**config.mk**
```make
export PLATFORM = sky130hd
export DESIGN_NAME = frame_packer
export DESIGN_NICKNAME = d
export VERILOG_FILES = /design/src/rtl/frame_packer.sv
export SDC_FILE = /design/constraint.sdc
export NUM_CORES = 1
export LEC_CHECK = 0
export ABC_AREA = 1
export CORE_ASPECT_RATIO = 0.9
export CORE_MARGIN = 2
export CORE_UTILIZATION = 45
export CTS_CLUSTER_DIAMETER = 60
export CTS_CLUSTER_SIZE = 14
export DETAILED_ROUTE_END_ITERATION = 10
export PLACE_DENSITY = 0.75
export SLEW_MARGIN = 20
export SYNTH_ARGS = -nofsm -noshare
export SYNTH_HDL_FRONTEND = slang
export SYNTH_SLANG_ARGS = --single-unit
```
**constraint.sdc**
```tcl
create_clock -name clk -period 3.3 [get_ports clk]
set_input_delay 0.66 -clock clk [delete_from_list [all_inputs] [get_ports clk]]
set_output_delay 0.66 -clock clk [all_outputs]
set_load 0.03 [all_outputs]
```
**src/rtl/frame_packer.sv**
```systemverilog
// MP3 frame-prefix serialiser: header, optional CRC-16, 256-bit side info.
// Byte stream on axiod/axiov/axior; busy/done report frame progress.
//
// Ports:
//   clk, rst               clock, synchronous active-high reset
//   start                  capture all field inputs (IDLE only)
//   prot .. emphasis       header fields (prot=0 adds the CRC)
//   main_data_begin ..     side-info fields, [gr][ch] indexed
//   axiod, axiov, axior    output byte, valid, sink ready
//   busy, done             not idle; one-cycle end-of-frame pulse
module frame_packer #(
  parameter logic [15:0] CRC_POLY = 16'h8005,
  parameter logic [15:0] CRC_INIT = 16'hFFFF
) (
  input  logic                       clk,
  input  logic                       rst,
  input  logic                       start,
  input  logic                       prot,
  input  logic [3:0]                 bitrate_index,
  input  logic [1:0]                 sampling_freq,
  input  logic                       padding,
  input  logic [1:0]                 mode,
  input  logic [1:0]                 mode_ext,
  input  logic [1:0]                 emphasis,
  input  logic [8:0]                 main_data_begin,
  input  logic [2:0]                 private_bits,
  input  logic [1:0][3:0]            scfsi,
  input  logic [1:0][1:0][11:0]      part2_3_length,
  input  logic [1:0][1:0][8:0]       big_values,
  input  logic [1:0][1:0][7:0]       global_gain,
  input  logic [1:0][1:0][3:0]       scalefac_compress,
  input  logic [1:0][1:0]            window_switching_flag,
  input  logic [1:0][1:0][1:0]       block_type,
  input  logic [1:0][1:0]            mixed_block_flag,
  input  logic [1:0][1:0][2:0][4:0]  table_select,
  input  logic [1:0][1:0][2:0][2:0]  subblock_gain,
  input  logic [1:0][1:0][3:0]       region0_count,
  input  logic [1:0][1:0][3:0]       region1_count,
  input  logic [1:0][1:0]            preflag,
  input  logic [1:0][1:0]            scalefac_scale,
  input  logic [1:0][1:0]            count1table_select,
  output logic [7:0]                 axiod,
  output logic                       axiov,
  input  logic                       axior,
  output logic                       busy,
  output logic                       done
);

  typedef enum logic [1:0] {
    IDLE, CRC, SEND, FIN
  } state_t;

  state_t state, state_d;

  logic [31:0]  hdr_q, hdr_in;
  logic [255:0] si_q, si_in;
  logic [15:0]  crc_q, crc_d, crc_nx;
  logic [8:0]   cnt, cnt_d, cnt_n;
  logic [8:0]   base, last;
  logic [7:0]   axiod_d;
  logic         axiov_d, done_d, load;
  logic         crc_bit;
  logic [271:0] crc_vec;
  logic [303:0] frame;
  logic [1:0][1:0][58:0] grch;
  logic         unused_bits;

  // Leading 13 ones = 11-bit sync plus the MPEG-1 ID pair.
  assign hdr_in = {11'h7FF, 2'b11, 2'b01, prot,
                   bitrate_index, sampling_freq,
                   padding, 1'b0, mode, mode_ext,
                   2'b00, emphasis};

  always_comb begin
    grch = '0;
    for (int g = 0; g < 2; g++) begin
      for (int c = 0; c < 2; c++) begin
        grch[g][c] = {
          part2_3_length[g][c],
          big_values[g][c],
          global_gain[g][c],
          scalefac_compress[g][c],
          window_switching_flag[g][c],
          window_switching_flag[g][c] ?
            {block_type[g][c],
             mixed_block_flag[g][c],
             table_select[g][c][0],
             table_select[g][c][1],
             subblock_gain[g][c][0],
             subblock_gain[g][c][1],
             subblock_gain[g][c][2]} :
            {table_select[g][c][0],
             table_select[g][c][1],
             table_select[g][c][2],
             region0_count[g][c],
             region1_count[g][c][2:0]},
          preflag[g][c],
          scalefac_scale[g][c],
          count1table_select[g][c]};
      end
    end
  end

  assign si_in = {main_data_begin, private_bits,
                  scfsi[0], scfsi[1],
                  grch[0][0], grch[0][1],
                  grch[1][0], grch[1][1]};

  assign unused_bits = ^{region1_count[0][0][3],
                         region1_count[0][1][3],
                         region1_count[1][0][3],
                         region1_count[1][1][3],
                         cnt_n[8:6]};

  // CRC covers header[15:0] then side info, MSB first.
  assign crc_vec = {hdr_q[15:0], si_q};
  assign crc_bit = crc_vec[9'd271 - cnt];
  assign crc_nx  = {crc_q[14:0], 1'b0}
                 ^ ((crc_q[15] ^ crc_bit) ? CRC_POLY : 16'h0);

  // Whole frame as one vector; byte k sits at bit 303-8k.
  assign frame = hdr_q[16] ? {hdr_q, si_q, 16'h0}
                           : {hdr_q, crc_q, si_q};
  assign cnt_n = cnt + 9'd1;
  assign base  = 9'd303 - {cnt_n[5:0], 3'b000};
  assign last  = hdr_q[16] ? 9'd35 : 9'd37;

  always_comb begin
    state_d = state;
    load    = 1'b0;
    crc_d   = crc_q;
    cnt_d   = cnt;
    axiov_d = axiov;
    axiod_d = axiod;
    done_d  = 1'b0;
    unique case (state)
      IDLE: begin
        crc_d = CRC_INIT;
        if (start) begin
          load  = 1'b1;
          cnt_d = '0;
          if (prot) begin
            state_d = SEND;
            axiov_d = 1'b1;
            axiod_d = hdr_in[31:24];
          end else begin
            state_d = CRC;
          end
        end
      end
      CRC: begin
        crc_d = crc_nx;
        cnt_d = cnt_n;
        if (cnt == 9'd271) begin
          state_d = SEND;
          cnt_d   = '0;
          axiov_d = 1'b1;
          axiod_d = hdr_q[31:24];
        end
      end
      SEND: begin
        if (axiov && axior) begin
          if (cnt == last) begin
            state_d = FIN;
            axiov_d = 1'b0;
            done_d  = 1'b1;
          end else begin
            cnt_d   = cnt_n;
            axiod_d = frame[base -: 8];
          end
        end
      end
      FIN: begin
        state_d = IDLE;
      end
      default: state_d = IDLE;
    endcase
  end

  always_ff @(posedge clk) begin
    if (rst) state <= IDLE;
    else     state <= state_d;
  end

  always_ff @(posedge clk) begin
    if (rst) begin
      hdr_q <= '0;
      si_q  <= '0;
      crc_q <= CRC_INIT;
      cnt   <= '0;
      axiov <= 1'b0;
      axiod <= '0;
      done  <= 1'b0;
    end else begin
      if (load) begin
        hdr_q <= hdr_in;
        si_q  <= si_in;
      end
      crc_q <= crc_d;
      cnt   <= cnt_d;
      axiov <= axiov_d;
      axiod <= axiod_d;
      done  <= done_d;
    end
  end

  assign busy = (state != IDLE);

endmodule
```
==> results of run 1 <==
==> worst min-delay path: stages, from the launching register on <==
cell     delay, ns
dfxtp_1       0.31
inv_1         0.06
a21oi_1       0.05
==> final cells by class <==
cell class / count / share of cell area [%]
well taps: 532 / 2.93
inverters: 250 / 4.21
diodes: 1 / 0.0110
flip-flops and latches: 308 / 27.2
clock inverters: 10 / 0.551
clock buffers: 32 / 3.33
multi-input cells: 2057 / 43.3
repair buffers: 418 / 18.5
==> worst max-delay path by stage <==
stage,from,endpoint,slack [ns],cells after the start
floorplan,cnt[1],axiod[7],0.72,13
global placement,cnt[1],axiod[4],0.39,15
detailed placement,cnt[1],axiod[4],0.33,15
CTS,cnt[1],axiod[4],0.33,15
global route,cnt[1],crc_q[15],0.17,17
finish,cnt[1],axiod[4],0.26,15
==> metrics by stage <==
step / total power [mW] / hold slack (ns) / util (%)
final: 17.9 / 0.466 / 57.8
after global routing: 19.1 / 0.490 / 57.8
after CTS: 17.8 / 0.465 / 57.8
after detailed placement: 14.5 / 0.457 / 55.6
after global placement: 14.4 / 0.451 / 55.6
after floorplan: 11.0 / 0.439 / -
==> cells in the final DEF, fill, tap and decap left out, drive strengths merged, types with 23 or more instances in the layout <==
cell / netlist / final
nand2: 771 / 771
o21ai: 402 / 402
clkdlybuf4s50: 0 / 332
dfxtp: 308 / 308
nor2: 286 / 286
inv: 249 / 253
a21oi: 182 / 182
nand3: 175 / 175
o211ai: 119 / 119
buf: 64 / 86
clkbuf: 143 / 32
o22ai: 28 / 28
a21boi: 23 / 23
==> logic make-up (layout without fill, tap and decap cells) <==
group | count (synthesis) | count (layout)
AOI/OAI and AO/OA | 796 | 796
xor gates and xnor gates | 10 | 10
adders and majority gates | 9 | 9
buffers and inverters | 457 | 710
DFF | 308 | 308
other | 0 | 1
and+or+nand+nor | 1242 | 1242
==> registers in the layout, indices dropped and copies added, names as in the netlist <==
signal	count
done	1
crc_q	16
cnt	9
axiod	8
hdr_q	15
state	2
si_q	256
axiov	1
==> routing by layer <==
metal	vias to the layer above	part of all wire, %	global-route usage, %
li1	9770	-	-
met1	9145	48	49.4
met2	894	41	48.3
met3	96	9.2	4.93
met4	4	2.1	7.18
met5	-	0.038	0
==> power groups by stage <==
stage / clock network [mW] / registers [mW] / logic [mW]
3_3_place_gp: 0 / 5.55 / 8.85
5_1_grt: 3.46 / 5.66 / 9.96
3_5_place_dp: 0 / 5.59 / 8.93
4_1_cts: 3.31 / 5.52 / 8.97
6_report: 3.27 / 5.55 / 9.12
2_1_floorplan: 0 / 5.40 / 5.58
==> results.json, run 1 <==
{
  "worstMarginPinSlew_ns": 0.804,
  "antenna_found_initial": 3,
  "cp_slowest_cell": "dfxtp_1",
  "ios": 337,
  "postCtsSetupRepairBufs": 0,
  "hold_class": "flip-flop to flip-flop",
  "critPathArrivalTime_ns": 3.48,
  "yosys_warnings": 0,
  "synth-adder-area-share_pct": 0.632,
  "swShare_pct": 45.6,
  "switchingPower_mw": 8.18,
  "cp-start-kind": "flip-flop",
  "dp.cells": 3565,
  "clock_sinks": 308,
  "yosysSeqAreaShare_pct": 34.6,
  "ys_ff_latch": 308,
  "setup_tns_ns": 0,
  "yosys.area_share.simple_pct": 28.1,
  "layout_setup_ws_ns": 0.262,
  "synthDistinctLibCells": 52,
  "hold_end": "si_q[96]",
  "layout.nets": 3399,
  "detail-route-antenna-nets": 0,
  "vdd_drop_max_v": 0.000477,
  "synthMuxAreaShare_pct": 0,
  "syn-num-nets": 3157,
  "syn_to_final_growth_pct": 27.4,
  "dp_hpwl_um": 52100,
  "crit_family": "adder cells",
  "worstSetupEndpointType": "flip-flop",
  "synth-compound-area-share_pct": 25.6,
  "drc": 0,
  "ys_top_cells_by_count": "nand2_1 (766), o21ai_0 (388), dfxtp_1 (308), nor2_1 (277), inv_1 (238)",
  "p_leak_nw": 9.79,
  "grt_pass1_vias": 17940,
  "hold_violations": 0,
  "start_util_pct": 45.4,
  "viasPerCell": 5.52,
  "final_area_mm2": 0.0227,
  "pwr-share-seq_pct": 30.9,
  "final_cells": 3608,
  "htree_levels": 1,
  "wire_per_inst_um": 19.0,
  "wl_um": 68600,
  "finalCriticalPeriod_ns": 3.04,
  "synth_ff_type": "dfxtp_1",
  "place_area_mm2": 0.0218,
  "overflow": 0,
  "synth_top_family_by_area": "simple AND/OR/NAND/NOR gates",
  "dieWidth_um": 214,
  "grt_usage_pct": 32.6,
  "r2r_slack_ns": 0.26,
  "path_buf_inv": 3,
  "yosysTopAreaCellShare_pct": 34.6,
  "cts.clk_slew.worst_paths_ns": 0.07,
  "vias": 19909,
  "holdBufCountCts": 0,
  "min_from": "si_q[96]",
  "slowest_delay_ns": 0.57,
  "io_buffers": 332,
  "cts_tree": "done",
  "die_h_um": 193,
  "clk_path_buf_depth": 3,
  "grt_pass1_wl_um": 104000,
  "avgSynthCellArea_um2": 6.32,
  "synth_cells": 2822,
  "reg2reg_from": "cnt[1]",
  "multi_input_area_mm2": 0.00985,
  "cts_made_buffers": 29,
  "yosysMostFrequentCell": "nand2_1",
  "rows": 69,
  "cap_violations": 0,
  "slew_headroom_pct": 45.8,
  "p_clk_share_pct": 18.2,
  "dieArea_mm2": 0.0412,
  "p_per_area_mw_per_mm2": 790,
  "synth_area_leader_cell": "dfxtp_1",
  "timing_worst_setup_path_type": "flip-flop to flip-flop",
  "synth-async-reset-ratio_pct": 0,
  "rr_endpoint": "axiod[4]",
  "coreArea_mm2": 0.0393,
  "place_congestion": 0.981,
  "fillCellCount": 3802,
  "slew_viol_final": 0,
  "root_buffer": "clkbuf_16",
  "r2r_cells": 15,
  "path_max_fanout": 35,
  "cell_internal_pwr_mw": 9.76,
  "rsz0062_at_grt": "no",
  "path_cells": "ha_1, xor2_1, ha_1, inv_1, buf_12, nand3_1, nand3_1, nand3_1, a21oi_1, o21ai_0, o311ai_1, buf_4, nand2_1, nand2_1, a21oi_1",
  "place_ws_ns": 0.332,
  "outcome": "complete, no violations",
  "cts.repair.resized": 0,
  "drt_iter0_drc": 1967,
  "seq_area_mm2": 0.00617,
  "comb_power_share_pct": 50.9,
  "synth.area.top_cells": "dfxtp_1 (35%), nand2_1 (16%), o21ai_0 (11%)",
  "required_ns": 3.74,
  "setup_violations": 0,
  "fmaxAchievable_mhz": 329,
  "hold_depth": 2,
  "syn_area_mm2": 0.0178,
  "synth_edf_count": 0,
  "synth_xor_area_share_pct": 0.786,
  "finClkSkew_ns": 0.00822,
  "path_common_cell": "nand3_1",
  "finalCritPeriodShare_pct": 92.1,
  "clk_latency_ns": 0.57,
  "drtPass1Iterations": 6,
  "grt_max_degree": 148,
  "drive_above_1_share_pct": 5.56
}
(Power assumes the default switching activity.)
==> inputs of run 2 (changes only) <==
Settings changed: CTS_CLUSTER_DIAMETER 60 to unset, SKIP_LAST_GASP set to 1.
==> run 2 against run 1 <==
Net effect: register-to-register slack better by 0.02 ns; via count grew 0.14%; non-clock buffer count stayed put; final cell count increased by 0.50%; hold slack better by 0.0028 ns; worst setup slack improved by 0.016 ns; clock skew up 0.013 ns; sequential cell count stayed put; maximum frequency rose by 0.53%; routed wire length increased by 0.80%; sequential share of layout area down 0.44 points; critical path type unchanged; largest power group unchanged.
==> results.json, run 2 (synthesis gave the netlist of run 1 again) <==
{
  "top_register": "si_q",
  "wl_um": 69100,
  "drt_iter0_drc": 2139,
  "p_leak_nw": 9.97,
  "pwr-share-seq_pct": 29.3,
  "endpoint": "axiod[4]",
  "rows": 69,
  "detail-route-antenna-nets": 0,
  "clk_latency_ns": 0.53,
  "coreArea_mm2": 0.0393,
  "cp.depth": 15,
  "vias": 19936,
  "reg.largest.list": "si_q x256, crc_q x16, hdr_q x15",
  "rsz0062_at_grt": "no",
  "finClkSkew_ns": 0.0210,
  "syn_to_final_growth_pct": 29.6,
  "setup_violations": 0,
  "hold_depth": 2,
  "root_buffer": "clkbuf_16",
  "clk_path_buf_depth": 3,
  "required_ns": 3.68,
  "cts.clk_slew.worst_paths_ns": 0.06,
  "slew_headroom_pct": 47.9,
  "grt_max_degree": 148,
  "cts_tree": "done",
  "outcome": "complete, no violations",
  "path_cells": "ha_1, xor2_1, ha_1, inv_1, buf_12, nand3_1, nand3_1, nand3_1, a21oi_1, o21ai_0, o311ai_1, buf_4, nand2_1, nand2_1, a21oi_1",
  "cap_violations": 0,
  "postCtsSetupRepairBufs": 0,
  "path_buf_inv": 3,
  "dp_hpwl_um": 52100,
  "r2r_slack_ns": 0.28,
  "finalCritPeriodShare_pct": 91.6,
  "viasPerCell": 5.50,
  "clock_sinks": 308,
  "io_buffers": 332,
  "slowest_delay_ns": 0.57,
  "timing_worst_setup_path_type": "flip-flop to flip-flop",
  "largest_reg_flops": 256,
  "r2r_cells": 15,
  "rr_endpoint": "axiod[4]",
  "htree_levels": 2,
  "grt_pass1_wl_um": 104000,
  "switchingPower_mw": 8.33,
  "grt_pass1_vias": 18013,
  "p_per_area_mw_per_mm2": 822,
  "cts_made_buffers": 34,
  "path_common_cell": "nand3_1",
  "die_h_um": 193,
  "hold_class": "flip-flop to flip-flop",
  "overflow": 0,
  "worstMarginPinSlew_ns": 0.773,
  "worstSetupEndpointType": "flip-flop",
  "place_ws_ns": 0.332,
  "holdBufCountCts": 0,
  "path_max_fanout": 35,
  "hold_violations": 0,
  "place_congestion": 0.981,
  "p_clk_share_pct": 22.5,
  "start_util_pct": 45.4,
  "crit_start": "cnt[1]",
  "cts.repair.resized": 0,
  "finalCriticalPeriod_ns": 3.02,
  "layout_setup_ws_ns": 0.277,
  "reg2reg_from": "cnt[1]",
  "critPathArrivalTime_ns": 3.40,
  "dieArea_mm2": 0.0412,
  "fillCellCount": 3753,
  "final_cell_mix": "nand2_1 (765), o21ai_0 (388), clkdlybuf4s50_1 (332), dfxtp_1 (307), nor2_1 (273)",
  "fmaxAchievable_mhz": 331,
  "vdd_drop_max_v": 0.000491,
  "final_area_mm2": 0.0231,
  "cell_internal_pwr_mw": 10.6,
  "dieWidth_um": 214,
  "place_area_mm2": 0.0218,
  "wire_per_inst_um": 19.1,
  "antenna_cells": 0,
  "swShare_pct": 43.9,
  "comb_power_share_pct": 48.2,
  "cp-start-kind": "flip-flop",
  "antenna_found_initial": 0,
  "layout_commonest_cell": "nand2_1",
  "crit_family": "adder cells",
  "ios": 337,
  "cp_slowest_cell": "dfxtp_1",
  "drtPass1Iterations": 6,
  "setup_tns_ns": 0,
  "layout.nets": 3404,
  "slew_viol_final": 0,
  "drive_above_1_share_pct": 6.04,
  "grt_usage_pct": 32.9,
  "drc": 0
}
## run 2: cell count changes in the layout (fill, tap and decap cells not counted), moves of 3 or more
cell        previous run  this run
clkbuf_16             29        36
bufinv_16              2         7
clkbuf_8               2         6
clkbuf_1               1         4
clkinvlp_4             1         4
inv_6                  5         2
## run 2: tightest hold or removal path, cell delays in order (launching register included)
cell and delay, ns:
dfxtp_1 0.31, inv_1 0.06, a21oi_1 0.05
## run 2: per-layer routing
| layer | vias up | global-route usage [%] | wire length, um |
|---|---|---|---|
| met3 | 110 | 4.49 | 6440 |
| met2 | 893 | 48.9 | 28600 |
| met1 | 9149 | 49.7 | 32600 |
| met5 | - | 0 | 0 |
| li1 | 9784 | - | - |
| met4 | 0 | 7.61 | 1500 |
## run 2: how the worst min path moves through the flow
stage / startpoint / endpoint
CTS: si_q[96] / si_q[96]
floorplan: si_q[159] / si_q[159]
global placement: si_q[61] / si_q[61]
detailed placement: si_q[96] / si_q[96]
finish: si_q[118] / si_q[118]
global route: si_q[102] / si_q[102]
## run 2: per-stage QoR
step,power [mW],hold WS (ns),cells,utilization (%)
floorplan,11.0,0.439,2822,-
CTS,18.8,0.465,3626,58.8
global placement,14.4,0.451,3565,55.6
global route,20.1,0.489,3626,58.8
finish,19.0,0.469,3626,58.8
detailed placement,14.5,0.457,3565,55.6
## run 2: final cells by class
type                       instances  area, um2  share of cell area [%]
clock buffer                      46        998                    4.32
tap                              532        666                    2.88
sequential                       308       6170                    26.7
inverter                         250        956                    4.14
timing repair buffer             418       4190                    18.2
multi-input combinational       2057       9850                    42.6
clock inverter                    15        264                    1.14
## run 2: power by group through the flow
stage               clock [mW]  combinational (mW)  sequential (mW)
floorplan                    0                5.58             5.40
global placement             0                8.85             5.55
detailed placement           0                8.93             5.59
CTS                       4.33                8.98             5.52
global route              4.47                9.97             5.66
finish                    4.28                9.15             5.55
